$ cat src/rtl/bus_drvr_fifo.sv
// Driver-side packet FIFO with first-word fall-through read port.
// Occupancy flags plus sticky overflow/underflow error reporting.
module bus_drvr_fifo #(
   parameter int pckg_sz = 16,
   parameter int depth   = 8
) (
   input  logic                     clk,
   input  logic                     reset,
   input  logic                     push,
   input  logic [pckg_sz-1:0]       D_push,
   input  logic                     pop,
   output logic [pckg_sz-1:0]       D_pop,
   output logic                     pndng,
   output logic                     full,
   output logic [$clog2(depth):0]   count,
   output logic                     ovf,
   output logic                     udf,
   output logic [7:0]               ovf_cnt,
   input  logic                     clr_err
);

   localparam int AW = $clog2(depth);
   localparam int CW = AW + 1;

   logic [pckg_sz-1:0] mem [depth];

   logic [AW-1:0] wrPtr_q, wrPtr_d;
   logic [AW-1:0] rdPtr_q, rdPtr_d;
   logic [CW-1:0] count_q, count_d;
   logic          ovf_q, ovf_d;
   logic          udf_q, udf_d;
   logic [7:0]    ovfCnt_q, ovfCnt_d;

   logic isEmpty, isFull, popOk, pushOk, pushDropped;

   assign isEmpty     = (count_q == '0);
   assign isFull      = (count_q == CW'(depth));
   assign popOk       = pop && !isEmpty;
   // A pop in the same cycle frees the slot, so a full FIFO can still accept.
   assign pushOk      = push && (!isFull || popOk);
   assign pushDropped = push && !pushOk;

   always_comb begin
      wrPtr_d  = wrPtr_q;
      rdPtr_d  = rdPtr_q;
      count_d  = count_q;
      ovf_d    = ovf_q;
      udf_d    = udf_q;
      ovfCnt_d = ovfCnt_q;

      if (pushOk) wrPtr_d = wrPtr_q + AW'(1);
      if (popOk)  rdPtr_d = rdPtr_q + AW'(1);

      case ({pushOk, popOk})
         2'b10:   count_d = count_q + CW'(1);
         2'b01:   count_d = count_q - CW'(1);
         default: count_d = count_q;
      endcase

      if (clr_err) begin
         ovf_d    = 1'b0;
         udf_d    = 1'b0;
         ovfCnt_d = '0;
      end else begin
         if (pop && isEmpty) udf_d = 1'b1;
         if (pushDropped) begin
            ovf_d = 1'b1;
            if (ovfCnt_q != 8'hFF) ovfCnt_d = ovfCnt_q + 8'd1;
         end
      end
   end

   always_ff @(posedge clk) begin
      if (reset) begin
         wrPtr_q  <= '0;
         rdPtr_q  <= '0;
         count_q  <= '0;
         ovf_q    <= 1'b0;
         udf_q    <= 1'b0;
         ovfCnt_q <= '0;
      end else begin
         wrPtr_q  <= wrPtr_d;
         rdPtr_q  <= rdPtr_d;
         count_q  <= count_d;
         ovf_q    <= ovf_d;
         udf_q    <= udf_d;
         ovfCnt_q <= ovfCnt_d;
      end
   end

   // Storage is not reset; emptiness is tracked by count alone.
   always_ff @(posedge clk) begin
      if (pushOk && !reset) mem[wrPtr_q] <= D_push;
   end

   assign D_pop   = isEmpty ? '0 : mem[rdPtr_q];
   assign pndng   = !isEmpty;
   assign full    = isFull;
   assign count   = count_q;
   assign ovf     = ovf_q;
   assign udf     = udf_q;
   assign ovf_cnt = ovfCnt_q;

endmodule

$ cat config.mk
export PLATFORM = sky130hd
export DESIGN_NAME = bus_drvr_fifo
export DESIGN_NICKNAME = d
export VERILOG_FILES = /design/src/rtl/bus_drvr_fifo.sv
export SDC_FILE = /design/constraint.sdc
export NUM_CORES = 1
export LEC_CHECK = 0
export CORE_UTILIZATION = 55
export CTS_CLUSTER_DIAMETER = 40
export DETAILED_ROUTE_END_ITERATION = 10
export GPL_ROUTABILITY_DRIVEN = 0
export GPL_TIMING_DRIVEN = 0
export PLACE_DENSITY = 0.81
export REMOVE_ABC_BUFFERS = 1
export SYNTH_ARGS = -nofsm -noshare
export SYNTH_HDL_FRONTEND = slang
export SYNTH_SLANG_ARGS = --single-unit
$ cat constraint.sdc
create_clock -name clk -period 4.75 [get_ports clk]
set_clock_uncertainty 0.05 [all_clocks]
set_input_delay 0.95 -clock clk [delete_from_list [all_inputs] [get_ports clk]]
set_output_delay 0.95 -clock clk [all_outputs]
set_load 0.1 [all_outputs]
==> results of run 1 <==
[synth_stat cells (2+ instances only)]
master,n
mux4_2,32
edfxtp_1,128
ha_1,5
nor2_1,32
or4_1,2
nand3_1,7
a31oi_1,2
nand2_1,6
mux2_2,4
dfxtp_1,23
a21oi_1,10
inv_1,5
nand3b_1,3
o31ai_1,2
nand2b_1,3
or2_2,2
or3_1,3
buf_1,3
nor2b_1,2
nor3_1,4
clkbuf_1,6
nor4_1,5
buf_2,5
o21ai_0,3
xor2_1,4
mux2i_1,19
buf_6,2
[power groups by stage]
stage / Combinational [mW] / Clock [mW] / Sequential, mW
after floorplan: 1.03 / 0 / 1.68
after global placement: 1.43 / 0 / 1.61
after detailed placement: 1.48 / 0 / 1.58
after CTS: 1.49 / 1.30 / 1.56
after global routing: 1.54 / 1.36 / 1.56
final: 1.48 / 1.29 / 1.55
[metal layers]
layer	vias up	GRT usage, %
met1	1650	28.52
met3	19	5.593
li1	1482	-
met5	-	0
met4	0	9.393
met2	106	38.20
[state kept, by name, indices dropped and copies added, names as in the netlist, named ones only]
signal,cells
count,4
ovf_cnt,8
ovf,1
mem,128
wrPtr_q,3
udf,1
rdPtr_q,3
[kinds of logic after synthesis]
kind of cell	Yosys count	share of synthesized area, %
mux	55	15.79
compound gates	25	2.853
buf+inv	22	1.716
fa+ha+maj	6	1.364
xor+xnor	4	0.5788
flops	151	71.12
simple gates	75	6.574
[cell type report]
cell class                 instances  area, um2  share of cell area, %
clock buffer                      17      414.1                  5.564
clock inverter                    15      168.9                  2.269
inverter                           6      22.52                 0.3026
multi-input combinational        165       1689                  22.69
sequential                       151       4307                  57.86
tap                              136      170.2                  2.286
timing repair buffer              65      671.9                  9.027
[metrics by stage]
| step | hold slack [ns] | util, % |
|---|---|---|
| after global routing | 0.4569 | 70.83 |
| after detailed placement | 0.4092 | 65.28 |
| after floorplan | 0.3967 | - |
| final | 0.4282 | 70.83 |
| after global placement | 0.4055 | 63.39 |
| after CTS | 0.4263 | 70.83 |
[worst max path at each step]
stage,from,end
2_1_floorplan,flip-flop,D_pop[0]
3_3_place_gp,pop,mem[0][1]
3_5_place_dp,pop,mem[1][1]
4_1_cts,flip-flop,D_pop[9]
5_1_grt,flip-flop,D_pop[9]
6_report,flip-flop,D_pop[9]
[layout by cell type, fill, tap and decap left out, types with 4 or more instances in the layout]
master / Yosys / final
edfxtp_1: 128 / 128
clkdlybuf4s50_1: 0 / 52
mux4_2: 32 / 32
nor2_1: 32 / 32
dfxtp_1: 23 / 21
mux2i_1: 19 / 19
clkbuf_16: 0 / 16
a21oi_1: 10 / 10
nand3_1: 7 / 7
nand2_1: 6 / 6
inv_1: 5 / 5
ha_1: 5 / 5
clkinv_4: 0 / 5
buf_6: 2 / 5
nor3_2: 0 / 4
nor4_2: 0 / 4
xor2_1: 4 / 4
mux2_2: 4 / 4
inv_6: 0 / 4
buf_4: 0 / 4
[critical path: stages (launching register included)]
cell and delay, ns:
dfxtp_2 0.89, mux4_2 0.42, mux2i_1 0.14, nor2_1 0.19
clkdlybuf4s50_1 1.15
==> results.py, run 1 <==
metrics = {
    "run_status": {
        "status": "complete, no violations",
    },
    "yosys": {
        "seq_area_frac_synth_pct": 71.12,
        "synth-seq-cells": 151,
        "synth_area_um2": 6052,
        "netlist_instances": 338,
        "synthFlopType": "edfxtp_1",
        "synth_top_cell_area_share_pct": 63.51,
        "ys_top_cells_by_area": "edfxtp_1 (64%), mux4_2 (12%), dfxtp_1 (7.6%)",
        "synth_edf_count": 128,
        "synthArstFlopShare_pct": 0,
        "yosys.area.top_type": "edfxtp_1",
        "yosysUniqueCellTypes": 43,
        "yosysWarnings": 0,
        "avgSynthCellArea_um2": 17.91,
    },
    "pwr": {
        "internal-power_mw": 2.653,
        "ir_drop_mv": 0.4433,
        "power_mw": 4.332,
        "powerDensity_nw_per_um2": 582.0,
        "p_sw_mw": 1.679,
        "p_comb_share_pct": 34.3,
        "pwr-share-seq_pct": 35.9,
        "clkPwrFrac_pct": 29.9,
        "p_leak_nw": 2.368,
        "swShare_pct": 38.75,
    },
    "routing": {
        "antenna_left": 0,
        "drtIter0Drc": 199,
        "wl_met3_um": 671,
        "num_vias": 3257,
        "m1WireLength_um": 4663,
        "post_drt_wl_per_cell_um": 21.63,
        "drc_errors": 0,
        "wl_met2_um": 6409,
        "first_pass_iters": 4,
        "drt-total-wl_um": 12000,
        "topRoutingLayerUsed": "met4",
        "vias_per_cell": 5.868,
    },
    "sta": {
        "max-slew-margin-rel_pct": 22.70,
        "slew_violations": 0,
        "final-setup-viol-count": 0,
        "fin_crit_ns": 4.322,
        "hold_viol": 0,
        "fin_ws_ns": 0.4277,
        "final.setup.tns_ns": 0,
        "tightest_slew_ns": 1.158,
        "period_share_pct": 91.00,
        "rsz0062_at_grt": "no",
        "fmax_mhz": 231.4,
    },
    "cts": {
        "cts_sinks": 151,
        "postCtsSetupBuffers": 0,
        "cts_resized": 0,
        "cts_max_path_buffers": 2,
        "cts_tree": "built",
        "cts_buffers": 17,
        "clk_pin_slew_worst_paths_ns": 0.06,
        "clock_latency_ns": 0.52,
        "htree_levels": 4,
        "cts_hold_buffers": 0,
        "cts-root-buf": "clkbuf_8",
    },
    "final_layout": {
        "stdcell_count": 555,
        "insertedDiodeCount": 0,
        "fin_nets": 433,
        "n_fill_cell": 644,
        "drive_gt1_share_pct": 24.34,
        "stdcell_area_um2": 7443,
        "syn_to_final_growth_pct": 22.99,
    },
    "global_route": {
        "antenna_found_initial": 0,
        "grt.total_usage_pct": 22.78,
        "grt_max_degree": 33,
        "grt_pass1_vias": 3378,
        "grt_pass1_wl_um": 18400,
        "overflow": 0,
    },
    "hold_path": {
        "min_delay_path_depth": 2,
        "hold_end": "ovf",
        "min_path_type": "flip-flop to flip-flop",
        "min_from": "ovf",
    },
    "floorplan": {
        "dieArea_um2": 11430,
        "initial_utilization_pct": 57.59,
        "core_area_um2": 10510,
        "die-width_um": 106.9,
        "row_count": 37,
        "io_pins": 53,
        "die_h_um": 106.9,
    },
    "critical_path": {
        "start_kind": "flip-flop",
        "r2r_end": "mem[1][1]",
        "cp_max_fo": 32,
        "cp-end-kind": "output pin",
        "r2r_cells": 5,
        "r2r_setup_slack_ns": 1.90,
        "arrival_ns": 3.32,
        "r2r-start": "count[3]",
        "crit_type": "flip-flop to output pin",
        "cp.required_ns": 3.75,
    },
    "job": {
        "maxCapViolCount": 0,
    },
    "placed_design": {
        "numPortBuffers": 52,
        "dpl_worst_slack_ns": 0.6998,
        "place.detailed.hpwl_um": 7549,
        "placed_cells": 523,
        "dpl-instance-area_um2": 6860,
    },
}
Power figures use the tool's default switching activity.
==> run 2: changes to the inputs <==
CORE_UTILIZATION = 35   (was 55)
PLACE_DENSITY = 0.57   (was 0.81)
==> run 2 against run 1 <==
- core utilization shrank 26 points
- non-clock buffer count grew 4
- die area grew 56%
- critical path depth grew 1
- final area grew 1.3%
- flip-flop and latch count is the same
- largest power group unchanged
==> results.py, run 2 (synthesis results as in run 1) <==
metrics = {
    "floorplan": {
        "die-width_um": 133.5,
        "initial_utilization_pct": 36.11,
        "die_h_um": 133.5,
        "dieArea_um2": 17820,
        "io_pins": 53,
        "row_count": 47,
        "core_area_um2": 16760,
    },
    "routing": {
        "first_pass_iters": 4,
        "post_drt_wl_per_cell_um": 18.39,
        "drtIter0Drc": 258,
        "vias_per_cell": 4.986,
        "drt-total-wl_um": 11770,
        "antenna_left": 0,
        "num_vias": 3191,
        "drc_errors": 0,
    },
    "final_layout": {
        "seq_area_um2": 4307,
        "utilization_pct": 44.98,
        "fin_nets": 437,
        "syn_to_final_growth_pct": 24.56,
        "n_fill_cell": 1433,
        "multi_input_comb_area_um2": 1689,
        "drive_gt1_share_pct": 23.81,
        "final_common_cell": "edfxtp_1",
        "largest_reg_flops": 128,
        "final_cell_mix": "edfxtp_1 (128), clkdlybuf4s50_1 (52), mux4_2 (32), nor2_1 (32), dfxtp_1 (21)",
        "insertedDiodeCount": 0,
        "largest-register": "mem",
    },
    "sta": {
        "hold_viol": 0,
        "final-setup-viol-count": 0,
        "period_share_pct": 88.24,
        "fmax_mhz": 238.6,
        "max-slew-margin-rel_pct": 17.07,
        "rsz0062_at_grt": "no",
        "tightest_slew_ns": 1.242,
        "holdWs_ns": 0.4255,
        "slew_violations": 0,
        "fin_crit_ns": 4.191,
    },
    "cts": {
        "clk_pin_slew_worst_paths_ns": 0.05,
        "cts_sinks": 151,
        "htree_levels": 4,
        "cts_resized": 0,
        "cts-root-buf": "clkbuf_16",
        "clock_latency_ns": 0.41,
        "cts_tree": "built",
        "postCtsSetupBuffers": 0,
        "cts_buffers": 17,
        "cts_max_path_buffers": 2,
        "cts_hold_buffers": 0,
    },
    "critical_path": {
        "crit_type": "flip-flop to output pin",
        "cp.required_ns": 3.75,
        "r2r_cells": 5,
        "cp-end-kind": "output pin",
        "start_kind": "flip-flop",
        "cp_max_fo": 17,
        "arrival_ns": 3.19,
    },
    "job": {
        "maxCapViolCount": 0,
    },
    "global_route": {
        "grt_max_degree": 33,
        "grt.total_usage_pct": 14.47,
        "grt_pass1_vias": 3322,
        "antenna_found_initial": 0,
        "overflow": 0,
        "grt_pass1_wl_um": 18640,
    },
    "hold_path": {
        "min_delay_path_depth": 2,
        "min_path_type": "flip-flop to flip-flop",
    },
    "pwr": {
        "ir_drop_mv": 0.5509,
        "powerDensity_nw_per_um2": 567.2,
        "p_leak_nw": 2.368,
    },
    "placed_design": {
        "place.detailed.hpwl_um": 7638,
        "numPortBuffers": 52,
    },
    "run_status": {
        "status": "complete, no violations",
    },
}
-- run 2: report_power, final --
group / internal, mW / switching [mW]
Clock: 0.761 / 0.485
Sequential: 1.48 / 0.0846
Combinational: 0.413 / 1.05
Total: 2.65 / 1.62
-- run 2: layout make-up --
class	count	share of cell area [%]
Sequential cell	151	57.13
Multi-Input combinational cell	165	22.41
Timing Repair Buffer	69	9.311
Clock buffer	20	5.793
Tap cell	220	3.651
Clock inverter	9	1.411
Inverter	6	0.2988
-- run 2: critical path, cell delays in order, from the launching register on --
cell and delay, ns:
dfxtp_2 0.76, buf_12 0.27, mux4_2 0.51, mux2i_1 0.17
nor2_1 0.07, clkdlybuf4s50_1 0.99
-- run 2: per-layer routing --
layer / global-route usage (%) / wire length [um] / up-vias
li1: - / - / 1483
met1: 18.08 / 5137 / 1618
met2: 23.55 / 5940 / 76
met3: 4.490 / 522 / 14
met4: 5.492 / 170 / 0
met5: 0 / 0 / -
-- run 2: path summary, 6_finish.rpt --
kind / slack (ns) / start / to
setup / recovery: 0.56 / flip-flop / D_pop[7]
hold / removal: 0.43 / ovf / ovf
setup reg to reg: 1.86 / count[3] / mem[0][7]
hold reg to reg: 0.43 / ovf / ovf
-- run 2: metrics by stage --
step                      area, um2  setup slack, ns  total power, mW  TNS (ns)  instances
after floorplan                5971           0.5175            2.704         0        322
after global placement         6766           -1.542            3.062   -138.60        594
after detailed placement       6995           0.5880            3.080         0        611
after CTS                      7538           0.4764            4.333         0        640
after global routing           7538           0.3313            4.443         0        640
final                          7538           0.5588            4.275         0        640
==> run 3: changes to the inputs <==
TNS_END_PERCENT = 10   (was default)
==> results of run 3 <==
Same layout as run 2: the final DEF is identical, and so are final timing and power.
==> RTL change (flow settings as in run 2) <==
Make the reset (`reset`) asynchronous in one clocked block.
--- a/src/rtl/bus_drvr_fifo.sv
+++ b/src/rtl/bus_drvr_fifo.sv
@@ -71,5 +71,5 @@
    end
 
-   always_ff @(posedge clk) begin
+   always_ff @(posedge clk or posedge reset) begin
       if (reset) begin
          wrPtr_q  <= '0;
Formal check against the unedited RTL: differs if reset is asserted again (counterexample within 4 cycles, from zero or initial values and one cycle with reset high); with reset held inactive, the same outputs for 10 cycles.
==> RTL change against run 2 <==
Sequential cell count down 3. Register-to-register slack better by 110 ps. Design area up 0.65%. Routed wire length up 1.8%. Synthesized area up 0.56%. Worst setup slack better by 18 ps.
Power is not shown: default switching activity piles up to over one toggle a cycle in this logic, so the estimate is an artifact.
==> RTL change: results (changes against run 2) <==
[min_path]
worstHoldEndpoint=udf
hold_class=reg -> reg
worstHoldStart=udf

[setup_path]
cp_slowest_stage_delay_ps=1160  ; +170 ps
r2r_slack_ps=1970  ; +110 ps
r2r-end=count[3]
critPathKind=reg -> out
cp_max_fo=34  ; +17
reg2reg_depth=7  ; +2
worstReg2RegStart=count[1]
crit_arrival_ps=3170  ; -20 ps

[logic_synthesis]
synth_commonest_cells=edfxtp_1 (128), mux4_2 (32), nor2_1 (30), mux2i_1 (22), dfrtp_1 (20)
synth-edff-count=128  ; unchanged
seq_area_frac_synth_pct=71.4  ; +0.26 points
synth.avg_cell_area_sq_um=18.2  ; +1.8%
synthMuxAreaShare_pct=16.0  ; +0.22 points
ys_async_sr_fraction_pct=13.5  ; +14 points
ys_types=45  ; +4.7%
synth-seq-cells=148  ; -2.0%
synth_compound_area_share_pct=2.26  ; -0.59 points
synth_adder_area_share_pct=1.36  ; -0.0076 points
synth_xor_area_share_pct=1.01  ; +0.43 points
synth_area_leaders=edfxtp_1 (63%), mux4_2 (12%), dfrtp_1 (8.2%)

[finish]
num-multi-input-gates=165  ; unchanged
nNonClkBuffers=68  ; -1.4%
buffer_area_share_pct=8.95  ; -0.36 points
clk_share_pct=7.50  ; +0.30 points
nets=434  ; -0.69%
inverters=7  ; +1
final_cells=638  ; -0.31%
multi_input_area_sq_um=1690  ; about the same
seq_share_pct=57.3  ; +0.16 points
nFillCells=1415  ; -1.3%
top_register=mem
clkbuf_count=18  ; -10%
drive_gt1_share_pct=21.1  ; -2.8 points

[grt]
grt_pass1_vias=3344  ; +0.66%
track_usage_pct=14.5  ; +0.020 points
grt_first_pass_wirelength_mm=18.8  ; +1.1%
grt_max_degree=35  ; +6.1%

[timing]
slew_headroom_pct=18.5  ; +1.5 points
hold_ws_ps=444  ; +18.1 ps

[drt]
avgRoutedWirePerCell_um=18.8  ; +2.1%
vias=3181  ; -0.31%
drt_iter0_markers=233  ; -9.7%
route.detailed.drc=0  ; unchanged

[place]
dp_hpwl_mm=7.80  ; +2.2%
dpl_cell_area_sq_um=7020  ; +0.32%
dp.cells=608  ; -0.49%
pre_cts_slack_ps=675  ; +86.6 ps

[die]
core_area_sq_um=16800  ; unchanged

[cts]
post_cts_resized=0  ; unchanged

[run_status]
status=finished clean

RTL change: changes by cell type after synthesis, sizes merged, moves of 4 or more:
cell   delta
a21oi     -6
and3      +4
dfxtp    -23
nand2     +5
dfrtp    +20
xnor2     +4
RTL change: logic make-up after synthesis:
group | count (synthesis)
buffers and inverters | 21
AND/OR/NAND/NOR | 73
AO/OA/AOI/OAI | 22
adder cells (fa/ha/maj) | 6
XOR/XNOR | 7
multiplexers | 57
flip-flops | 148
RTL change: metrics by stage:
step / setup TNS [ps] / util, %
CTS: 0 / 45.3
detailed placement: 0 / 41.9
floorplan: 0 / -
global route: 0 / 45.3
finish: 0 / 45.3
global placement: -113310 / 40.7
RTL change: metal layers:
layer | part of all wire, % | vias up | GRT usage, %
met5 | 0 | - | 0
met2 | 51 | 57 | 23.8
met4 | 1.8 | 0 | 6.69
met3 | 3.0 | 21 | 2.91
met1 | 45 | 1627 | 18.5
li1 | - | 1476 | -
